==> config.mk <==
export PLATFORM = sky130hd
export DESIGN_NAME = operand_fetch
export DESIGN_NICKNAME = d
export VERILOG_FILES = /design/src/rtl/operand_fetch.sv
export SDC_FILE = /design/constraint.sdc
export NUM_CORES = 1
export LEC_CHECK = 0
export CAP_MARGIN = 20
export CORE_MARGIN = 1
export CORE_UTILIZATION = 50
export DETAILED_ROUTE_END_ITERATION = 8
export PLACE_DENSITY = 0.82
export SYNTH_ARGS = -nofsm -noshare
export SYNTH_HDL_FRONTEND = slang
export SYNTH_SLANG_ARGS = --single-unit
==> constraint.sdc <==
create_clock -name clk -period 12 [get_ports clk]
set_input_delay 1.2 -clock clk [delete_from_list [all_inputs] [get_ports clk]]
set_output_delay 1.2 -clock clk [all_outputs]
set_load 0.005 [all_outputs]
==> src/rtl/operand_fetch.sv <==
// Operand-fetch stage between decode and execute.
// Drives the read ports of a 1-cycle-latency dual-read register file, forwards
// writeback data the register file cannot yet show, and hands resolved rs1/rs2
// values to execute through a two-entry pipeline. Stage _p0 holds the
// instruction whose register read is in flight. Stage _p1 is the output register.
module operand_fetch #(
    parameter int CTRL_W = 16
) (
    input  logic              clk,
    input  logic              nrst,
    input  logic              flush,
    input  logic              in_valid,
    output logic              in_ready,
    input  logic [4:0]        in_rs1,
    input  logic [4:0]        in_rs2,
    input  logic [4:0]        in_rd,
    input  logic [CTRL_W-1:0] in_ctrl,
    output logic [4:0]        rf_r0addr,
    output logic [4:0]        rf_r1addr,
    input  logic [31:0]       rf_r0data,
    input  logic [31:0]       rf_r1data,
    input  logic              wb_wren,
    input  logic [4:0]        wb_waddr,
    input  logic [31:0]       wb_wdata,
    output logic              out_valid,
    input  logic              out_ready,
    output logic [31:0]       out_rs1_val,
    output logic [31:0]       out_rs2_val,
    output logic [4:0]        out_rd,
    output logic [CTRL_W-1:0] out_ctrl
);

    // A writeback to register r that must be forwarded (x0 is never written).
    function automatic logic wr_hit(input logic wren, input logic [4:0] waddr,
                                    input logic [4:0] r);
        return wren && (waddr == r) && (r != 5'd0);
    endfunction

    // Resolved operand value of the in-flight read.
    function automatic logic [31:0] resolve(input logic [4:0] rs, input logic flag,
                                            input logic [31:0] bval,
                                            input logic [31:0] rfdata);
        if (rs == 5'd0)
            return 32'd0;
        else if (flag)
            return bval;
        else
            return rfdata;
    endfunction

    // Stage p0 (read in flight)
    logic              vld_p0;
    logic [4:0]        rs1_p0;
    logic [4:0]        rs2_p0;
    logic [4:0]        rd_p0;
    logic [CTRL_W-1:0] ctrl_p0;
    logic              byp1_p0;
    logic              byp2_p0;
    logic [31:0]       bval1_p0;
    logic [31:0]       bval2_p0;

    // Stage p1 (output register); indices kept so held operands track writeback
    logic              vld_p1;
    logic [4:0]        rs1_p1;
    logic [4:0]        rs2_p1;

    logic              adv_a;
    logic              accept;
    logic [31:0]       op1_p0;
    logic [31:0]       op2_p0;

    // Handshake, register-file address mux and operand resolution
    always_comb begin
        adv_a     = vld_p0 & (~vld_p1 | out_ready);
        in_ready  = ~vld_p0 | adv_a;
        accept    = in_valid & in_ready & ~flush;
        rf_r0addr = accept ? in_rs1 : rs1_p0;
        rf_r1addr = accept ? in_rs2 : rs2_p0;
        op1_p0    = resolve(rs1_p0, byp1_p0, bval1_p0, rf_r0data);
        op2_p0    = resolve(rs2_p0, byp2_p0, bval2_p0, rf_r1data);
        out_valid = vld_p1;
    end

    // Stage p0 control: occupancy, source indices and bypass flags
    always_ff @(posedge clk or negedge nrst) begin
        if (!nrst) begin
            vld_p0  <= 1'b0;
            rs1_p0  <= 5'd0;
            rs2_p0  <= 5'd0;
            byp1_p0 <= 1'b0;
            byp2_p0 <= 1'b0;
        end else begin
            if (flush)
                vld_p0 <= 1'b0;
            else if (accept)
                vld_p0 <= 1'b1;
            else if (adv_a)
                vld_p0 <= 1'b0;

            if (accept) begin
                rs1_p0  <= in_rs1;
                rs2_p0  <= in_rs2;
                byp1_p0 <= wr_hit(wb_wren, wb_waddr, in_rs1);
                byp2_p0 <= wr_hit(wb_wren, wb_waddr, in_rs2);
            end else if (vld_p0 && !adv_a) begin
                if (wr_hit(wb_wren, wb_waddr, rs1_p0))
                    byp1_p0 <= 1'b1;
                if (wr_hit(wb_wren, wb_waddr, rs2_p0))
                    byp2_p0 <= 1'b1;
            end
        end
    end

    // Stage p0 data: passthrough fields and captured writeback values
    always_ff @(posedge clk) begin
        if (accept) begin
            rd_p0    <= in_rd;
            ctrl_p0  <= in_ctrl;
            bval1_p0 <= wb_wdata;
            bval2_p0 <= wb_wdata;
        end else if (vld_p0 && !adv_a) begin
            if (wr_hit(wb_wren, wb_waddr, rs1_p0))
                bval1_p0 <= wb_wdata;
            if (wr_hit(wb_wren, wb_waddr, rs2_p0))
                bval2_p0 <= wb_wdata;
        end
    end

    // Stage p1: load from p0 on advance, otherwise keep held operands coherent
    always_ff @(posedge clk or negedge nrst) begin
        if (!nrst) begin
            vld_p1      <= 1'b0;
            rs1_p1      <= 5'd0;
            rs2_p1      <= 5'd0;
            out_rd      <= 5'd0;
            out_ctrl    <= '0;
            out_rs1_val <= 32'd0;
            out_rs2_val <= 32'd0;
        end else begin
            if (flush)
                vld_p1 <= 1'b0;
            else if (adv_a)
                vld_p1 <= 1'b1;
            else if (out_ready)
                vld_p1 <= 1'b0;

            if (adv_a && !flush) begin
                rs1_p1      <= rs1_p0;
                rs2_p1      <= rs2_p0;
                out_rd      <= rd_p0;
                out_ctrl    <= ctrl_p0;
                // a write landing on this same edge is newer than the p0 value
                out_rs1_val <= wr_hit(wb_wren, wb_waddr, rs1_p0) ? wb_wdata : op1_p0;
                out_rs2_val <= wr_hit(wb_wren, wb_waddr, rs2_p0) ? wb_wdata : op2_p0;
            end else begin
                if (wr_hit(wb_wren, wb_waddr, rs1_p1))
                    out_rs1_val <= wb_wdata;
                if (wr_hit(wb_wren, wb_waddr, rs2_p1))
                    out_rs2_val <= wb_wdata;
            end
        end
    end

endmodule

==> flow_summary.toml, run 1 <==
[sta]
fin_worst_skew_ns = 0.01107
worstMarginPinSlew_ns = 0.9133
holdWs_ns = 0.4809
tns_ns = 0
hold_viol = 0
slew_viol_final = 0
timing.fmax_ghz = 0.2100
setup_slack_ns = 7.238
slew_headroom_pct = 39.11
finalSetupViolCount = 0
rsz0062_at_grt = "false"
timing.final.crit_share_pct = 39.69
post-route-min-period_ns = 4.762

[route]
ant_nets = 0
vias = 6077
drt_pre_antenna_iters = 5
wire_per_inst_um = 21.41
drt_iter0_markers = 384
wl_met2_mm = 11.46
routed_via_density = 5.690
drt-met1-wl_mm = 9.070
wl_met3_mm = 1.941
drc_errors = 0
highest_layer = "met4"
totalWireLength_mm = 22.86

[clocking]
root_buffer = "clkbuf_16"
h-tree-depth = 4
path_clk_slew_ns = 0.07
clkLatencyLatePin_ns = 0.43
cts_made_buffers = 17
cts_sinks = 194
cts_hold_buffers = 0
cts_buffer_depth = 2
post_cts_resized = 0
post_cts_buffers = 0
cts_tree = "done"

[floorplanning]
fp.dieW_um = 133.8
num_rows = 47
core_area_sq_um = 16760
die_h_um = 133.8
initial_core_util_pct = 51.79
io_pins = 235
die_area_sq_um = 17890

[pwr]
peakVddDrop_mv = 0.1010
power_per_cell_area_nw_per_um2 = 167.5
leakage_nw = 4.341

[critical_path]
critical_path_class = "input pin to primary output"
path_max_fanout = 15
crit_start = "out_ready"
reg2reg_from = "out_valid$_DFFE_PN0P_"
end_kind = "primary output"
start_kind = "input pin"
critical_path_required_ns = 10.80
crit_arrival_ns = 3.56

[global_routing]
grt_pass1_wl_mm = 35.62
grt_max_degree = 65
grt_usage_pct = 26.41
overflow = 0
grt_pass1_vias = 6343
antenna_found_initial = 0

[finish]
area_growth_pct = 35.22
layout_commonest_cell = "clkdlybuf4s50_1"
nets = 973
num_antenna_cells = 0
layout-drive-gt1-share_pct = 26.89
layout_common_cells = "clkdlybuf4s50_1, dfrtp_1, mux2_2"

[logic_synthesis]
synth-seq-cells = 194
syn_area_per_cell_sq_um = 14.14
yosysWarningCount = 0
syn_inst = 614
synth_top_cell_by_area = "dfrtp_1"
synth.top_cell.area_share_pct = 31.43
synthTopCellsByArea = "dfrtp_1, edfxtp_1, mux2_2, a22oi_2, nor2_1"
syn-cell-area_sq_um = 8680
synth.distinct_cells = 38
synth_nets = 752
synth-seq-area-share_pct = 60.83

[flow_run]
max_cap_viol_count = 0

[placed_design]
io_buffers = 234
gp_congestion = 0.8061
pre_cts_ws_ns = 7.251
place_hpwl_mm = 14.94

[min_path]
hold_class = "flop to flop"
worstHoldStart = "ctrl_p0[0]$_DFFE_PP_"

[run_status]
outcome = "complete, no violations"
[metrics by stage]
step,instance area (sq um),std cells,utilization (%),power [mW]
2_1_floorplan,8680,614,-,1.096
4_1_cts,11720,1067,69.91,1.981
3_3_place_gp,11120,1035,66.32,1.373
6_report,11740,1068,70.03,1.966
3_5_place_dp,11120,1035,66.32,1.396
5_1_grt,11740,1068,70.03,2.056
[flip-flops by register name, summed over array words and instances (netlist names)]
name         flops
out_rd           5
vld_p0           1
byp1_p0          1
rs2_p1           5
rs1_p1           5
out_rs2_val     32
byp2_p0          1
rs2_p0           5
rd_p0            5
bval1_p0        32
rs1_p0           5
ctrl_p0         16
out_valid        1
out_rs1_val     32
bval2_p0        32
out_ctrl        16
[critical path, cell delays in order]
cell             delay (ns)
clkdlybuf4s50_1        0.50
nor2b_4                0.07
nand2_1                0.18
nand3b_1               0.61
mux2_2                 0.53
clkdlybuf4s50_1        0.47
[path summary, 6_finish.rpt]
check	endpoint	slack [ns]	cells after the start
worst max-delay path	rf_r0addr[1]	7.24	6
worst min-delay path	out_ctrl[0]$_DFFE_PN0P_	0.48	1
worst max register to register	ctrl_p0[13]$_DFFE_PP_	9.41	4
worst min register to register	out_ctrl[0]$_DFFE_PN0P_	0.48	1
max in group asynchronous	byp2_p0$_DFFE_PN0P_	9.89	2
min in group asynchronous	out_rs1_val[19]$_DFFE_PN0P_	0.87	1
[routing by layer]
| metal | track usage, % | vias to the layer above |
|---|---|---|
| li1 | - | 2715 |
| met3 | 6.317 | 29 |
| met4 | 9.154 | 0 |
| met2 | 44.04 | 276 |
| met5 | 0 | - |
| met1 | 33.66 | 3057 |
[synth_stat cells]
library cell,n
inv_1,2
and2_1,2
nor2_1,71
nor4_1,3
clkbuf_1,8
a21oi_1,37
and4_4,1
dfrtp_1,109
o41ai_1,1
or2_2,2
buf_6,10
o31ai_4,1
nand2_1,7
nand3b_1,1
o211a_1,1
nor4_2,1
xor2_1,14
o31ai_1,1
a21oi_2,30
o21ai_0,2
mux2_2,105
xnor2_1,8
a31o_2,1
nor3_1,7
xnor2_2,4
a41o_1,2
nand3_1,2
nor2b_4,1
buf_4,5
buf_2,20
nor3b_4,1
nand4_2,1
or3b_4,1
a211oi_4,1
edfxtp_1,85
a22oi_1,34
a22oi_2,30
o22a_1,2
[where the power goes]
part	switching [mW]	leakage [nW]	total, mW	internal, mW
sequential	0.0803	2.03	0.889	0.808
clock	0.257	0.286	0.581	0.323
combinational	0.193	2.02	0.497	0.304
[area by class of cell]
cell class	instances	area (sq um)
clock buffer	20	456.7
fill	1122	5024
sequential	194	5283
inverter	2	7.507
multi-input combinational	375	3136
timing repair buffer	245	2435
tap	220	275.3
clock inverter	12	143.9
[cells by family after synthesis]
kind of cell	count (synthesis)	share of synthesized area (%)
compound gates	143	13.85
flops	194	60.83
simple gates	101	5.406
buf+inv	45	3.316
xor+xnor	26	2.970
mux	105	13.62
(Power assumes the default switching activity.)
==> run 2, diff against run 1 <==
--- a/config.mk
+++ b/config.mk
@@ -7,9 +7,9 @@
 export LEC_CHECK = 0
 export CAP_MARGIN = 20
 export CORE_MARGIN = 1
-export CORE_UTILIZATION = 50
+export CORE_UTILIZATION = 49
 export DETAILED_ROUTE_END_ITERATION = 8
-export PLACE_DENSITY = 0.82
+export PLACE_DENSITY = 0.81
 export SYNTH_ARGS = -nofsm -noshare
 export SYNTH_HDL_FRONTEND = slang
 export SYNTH_SLANG_ARGS = --single-unit
==> constraint.sdc (replaced) <==
create_clock -name clk -period 4.5 [get_ports clk]
set_input_delay 0.45 -clock clk [delete_from_list [all_inputs] [get_ports clk]]
set_output_delay 0.45 -clock clk [all_outputs]
set_load 0.005 [all_outputs]
==> run 2 against run 1 <==
  * Setup slack got worse by 6.1 ns
  * Highest routed layer unchanged
  * Wire length fell by 6.1%
  * Sequential power rose to 2.6 times the previous value
  * Critical endpoint is now rf_r1addr[2]
==> flow_summary.toml, run 2 (synthesized netlist as in run 1, its figures left out) <==
[critical_path]
crit_arrival_ns = 2.96
critical_path_required_ns = 4.05
critical_path_class = "input pin to primary output"
end_kind = "primary output"
start_kind = "input pin"
path_max_fanout = 15

[clocking]
clkLatencyLatePin_ns = 0.42
post_cts_resized = 0
cts_sinks = 194
path_clk_slew_ns = 0.07
cts_tree = "done"
root_buffer = "clkbuf_16"
h-tree-depth = 4
cts_made_buffers = 17
post_cts_buffers = 0
cts_buffer_depth = 2

[floorplanning]
num_rows = 48
fp.dieW_um = 135.1
die_area_sq_um = 18250
io_pins = 235
core_area_sq_um = 17300
initial_core_util_pct = 50.18
die_h_um = 135.1

[route]
drt_iter0_markers = 347
drt_pre_antenna_iters = 5
drc_errors = 0
routed_via_density = 5.532
wire_per_inst_um = 19.94
totalWireLength_mm = 21.47
vias = 5958
ant_nets = 0

[sta]
slew_viol_final = 0
fin_worst_skew_ns = 0.009934
finalSetupViolCount = 0
setup_slack_ns = 1.089
timing.final.crit_share_pct = 75.80
hold_viol = 0
tns_ns = 0
post-route-min-period_ns = 3.411
worstMarginPinSlew_ns = 0.9341
timing.fmax_ghz = 0.2932
rsz0062_at_grt = "false"
slew_headroom_pct = 37.54

[pwr]
power_per_cell_area_nw_per_um2 = 440.0
leakage_nw = 4.413
peakVddDrop_mv = 0.2917

[placed_design]
place_hpwl_mm = 15.13
dpl-instance-area_sq_um = 11140
place_inst = 1040
pre_cts_ws_ns = 1.085
io_buffers = 234
gp_congestion = 0.8321

[global_routing]
grt_max_degree = 78
grt_pass1_wl_mm = 33.91
grt_pass1_vias = 6120
overflow = 0
grt_usage_pct = 24.77
antenna_found_initial = 0

[run_status]
outcome = "complete, no violations"

[finish]
fin_area_sq_um = 11850
area_growth_pct = 36.47
num_antenna_cells = 0
layout_common_cells = "clkdlybuf4s50_1, dfrtp_1, mux2_2"
layout_commonest_cell = "clkdlybuf4s50_1"
nets = 977
layout-drive-gt1-share_pct = 26.88
layout.cells.non_filler = 1077

[flow_run]
max_cap_viol_count = 0

[min_path]
hold_class = "input pin to asynchronous set/reset pin"
[run 2: changes by cell type in the layout (fill, tap and decap cells not counted), moves of 2 or more]
cell,delta
clkbuf_16,+2
buf_16,+2
dfrtp_1,+2
dfrtp_2,-2
[run 2: where the power goes]
group	internal, mW	switching [mW]
registers	2.16	0.195
clock network	0.858	0.665
logic	0.818	0.520
[run 2: worst paths after layout]
| kind | startpoint | endpoint | slack, ns | cells past startpoint |
|---|---|---|---|---|
| hold / removal | nrst | out_rs1_val[4]$_DFFE_PN0P_ | 0.46 | 2 |
| max in group asynchronous | nrst | out_rs2_val[19]$_DFFE_PN0P_ | 2.93 | 4 |
| setup / recovery | out_ready | rf_r1addr[2] | 1.09 | 6 |
| setup reg to reg | out_valid$_DFFE_PN0P_ | ctrl_p0[2]$_DFFE_PP_ | 1.75 | 4 |
| hold reg to reg | rd_p0[2]$_DFFE_PP_ | out_rd[2]$_DFFE_PN0P_ | 0.48 | 1 |
| min in group clk | rd_p0[2]$_DFFE_PP_ | out_rd[2]$_DFFE_PN0P_ | 0.48 | 1 |
[run 2: layout make-up]
cell class / instances / area [sq um]
clock buffers: 21 / 493.0
clock inverters: 11 / 112.6
fillers: 1194 / 5451
inverters: 2 / 7.507
multi-input cells: 375 / 3147
flip-flops and latches: 194 / 5280
well taps: 225 / 281.5
repair buffers: 249 / 2524
[run 2: layer usage]
| metal | track usage [%] | wire, um | part of all wire, % |
|---|---|---|---|
| met2 | 39.80 | 10230 | 48 |
| met1 | 33.65 | 9216 | 43 |
| met3 | 5.556 | 1758 | 8.2 |
| met4 | 7.366 | 267 | 1.2 |
| met5 | 0 | 0 | 0 |
[run 2: stage by stage]
| stage | hold slack, ns | total power, mW | utilization, % |
|---|---|---|---|
| 2_1_floorplan | 0.1544 | 2.924 | - |
| 3_3_place_gp | 0.4556 | 3.669 | 64.42 |
| 3_5_place_dp | 0.4647 | 3.715 | 64.42 |
| 4_1_cts | 0.2261 | 5.247 | 67.93 |
| 5_1_grt | 0.4735 | 5.468 | 68.48 |
| 6_report | 0.4610 | 5.212 | 68.48 |
[run 2: timing repair]
item,CTS,global route
endpoints found under the setup margin,0,0
endpoints found under the hold margin,0,21
hold buffers,0,1
[run 2: worst max-delay path: stages]
cell and delay [ns]:
clkdlybuf4s50_1 0.51, nor2b_4 0.07, nand2_1 0.21, nand3b_1 0.69, mux2_2 0.56, clkdlybuf4s50_1 0.46
==> run 3, diff against run 2 <==
==> constraint.sdc (replaced) <==
create_clock -name clk -period 3.6 [get_ports clk]
set_input_delay 0.36 -clock clk [delete_from_list [all_inputs] [get_ports clk]]
set_output_delay 0.36 -clock clk [all_outputs]
set_load 0.005 [all_outputs]
==> run 3 against run 2 <==
  * The run now ends with hold timing left
  * Register-to-register slack got worse by 0.73 ns
  * Clock skew increased by 0.0078 ns
  * Critical path depth shrank 1
  * Utilization decreased by 0.21 points
  * Via count is 0.86% higher
  * Clock power up 22%
  * Final area down 0.31%
  * Critical path type is now flop to primary output
  * Critical endpoint is now rf_r0addr[1]
  * Highest routed layer unchanged
==> flow_summary.toml, run 3 (synthesized netlist as in run 1, its figures left out) <==
[run_status]
outcome = "complete, but fails checks"
violations = "hold timing"

[pwr]
p_seq_share_pct = 45.5
leakage_nw = 4.404
power_per_cell_area_nw_per_um2 = 547.7
pwr-share-clk_pct = 28.5
peakVddDrop_mv = 0.3365
p_int_mw = 4.693
pwr-share-comb_pct = 25.9
swShare_pct = 27.44
p_switching_mw = 1.774

[floorplanning]
num_rows = 48
die_area_sq_um = 18250
die_h_um = 135.1
io_pins = 235
core_area_sq_um = 17300
initial_core_util_pct = 50.18
fp.dieW_um = 135.1

[clocking]
cts_hold_buffers = 0
clkLatencyLatePin_ns = 0.43
root_buffer = "clkbuf_16"
cts_sinks = 194
cts_buffer_depth = 2
cts_made_buffers = 17
cts_tree = "done"
path_clk_slew_ns = 0.07
h-tree-depth = 4
post_cts_buffers = 0
post_cts_resized = 0

[route]
wire_per_inst_um = 20.54
ant_nets = 0
vias = 6009
totalWireLength_mm = 22.12
drc_errors = 0
drt_pre_antenna_iters = 5
routed_via_density = 5.579
drt_iter0_markers = 402

[sta]
timing.fmax_ghz = 0.3294
hold_viol = 5
holdWs_ns = -0.01728
worstMarginPinSlew_ns = 0.8629
slew_viol_final = 0
rsz0062_at_grt = "false"
post-route-min-period_ns = 3.036
tns_ns = 0
finalSetupViolCount = 0
timing.final.crit_share_pct = 84.33
fin_worst_skew_ns = 0.01775
slew_headroom_pct = 42.48

[placed_design]
io_buffers = 234
place_hpwl_mm = 15.48
gp_congestion = 0.8622
dpl-instance-area_sq_um = 11230

[global_routing]
grt_pass1_wl_mm = 33.27
antenna_found_initial = 0
overflow = 0
grt_max_degree = 57
grt_pass1_vias = 6047
grt_usage_pct = 24.57

[finish]
fin_area_sq_um = 11810
area_growth_pct = 36.05
layout_commonest_cell = "clkdlybuf4s50_1"
layout_common_cells = "clkdlybuf4s50_1, dfrtp_1, mux2_2"
num_antenna_cells = 0
nets = 977
multi_input_area_sq_um = 3147
nFillCells = 1216
seqCellArea_sq_um = 5280
layout-drive-gt1-share_pct = 27.23

[critical_path]
r2r_setup_slack_ns = 1.02
start_kind = "flop"
critical_path_required_ns = 3.24
critical_path_class = "flop to primary output"
end_kind = "primary output"
r2r.worst_path.cells = 6
crit_arrival_ns = 2.68
path_max_fanout = 12

[min_path]
hold_class = "input pin to asynchronous set/reset pin"

[flow_run]
max_cap_viol_count = 0
## run 3: cell types whose count changed in the layout (fill, tap and decap cells not counted), moves of 2 or more
cell	delta
clkinv_2	+3
buf_16	-2
buf_12	+3
clkbuf_16	-2
clkinv_4	+3
## run 3: path summary, 6_finish.rpt
kind                                             from                    endpoint
worst max-delay path            out_valid$_DFFE_PN0P_                rf_r0addr[1]
worst min-delay path                             nrst  out_rs1_val[2]$_DFFE_PN0P_
worst max register to register  out_valid$_DFFE_PN0P_      bval2_p0[11]$_DFFE_PP_
worst min register to register   ctrl_p0[6]$_DFFE_PP_     out_ctrl[6]$_DFFE_PN0P_
max in group asynchronous                        nrst    out_ctrl[12]$_DFFE_PN0P_
min in group clk                 ctrl_p0[6]$_DFFE_PP_     out_ctrl[6]$_DFFE_PN0P_
## run 3: area by class of cell
class / count / share of cell area (%)
tap: 225 / 2.384
timing repair buffer: 249 / 21.30
multi-input combinational: 375 / 26.65
sequential: 194 / 44.71
clock buffer: 17 / 3.602
clock inverter: 15 / 1.293
inverter: 2 / 0.06357
## run 3: metal layers
layer	up-vias	part of all wire, %	GRT usage [%]
li1	2724	-	-
met1	2985	43	32.05
met2	272	48	39.94
met3	28	8.2	6.419
met4	0	1.4	8.052
met5	-	0	0
## run 3: metrics by stage
| step | worst slack (ns) | power [mW] | utilization, % | instances |
|---|---|---|---|---|
| after floorplan | 0.3617 | 3.654 | - | 614 |
| after global placement | 0.6573 | 4.602 | 64.93 | 1045 |
| after detailed placement | 0.5976 | 4.663 | 64.93 | 1045 |
| after CTS | 0.5618 | 6.509 | 68.27 | 1077 |
| after global routing | 0.4380 | 6.741 | 68.27 | 1077 |
| final | 0.5640 | 6.467 | 68.27 | 1077 |
## run 3: worst max-delay path: stages, from the launching register on
cell,delay (ns)
dfrtp_1,0.39
nor2b_4,0.15
nand2_1,0.22
nand3b_1,0.54
mux2_2,0.49
clkdlybuf4s50_1,0.46
## run 3: power groups by stage
stage / Combinational, mW / Sequential (mW) / Clock [mW]
2_1_floorplan: 0.710 / 2.94 / 0
3_3_place_gp: 1.64 / 2.97 / 0
3_5_place_dp: 1.68 / 2.98 / 0
4_1_cts: 1.69 / 2.94 / 1.88
5_1_grt: 1.80 / 2.98 / 1.96
6_report: 1.68 / 2.94 / 1.85
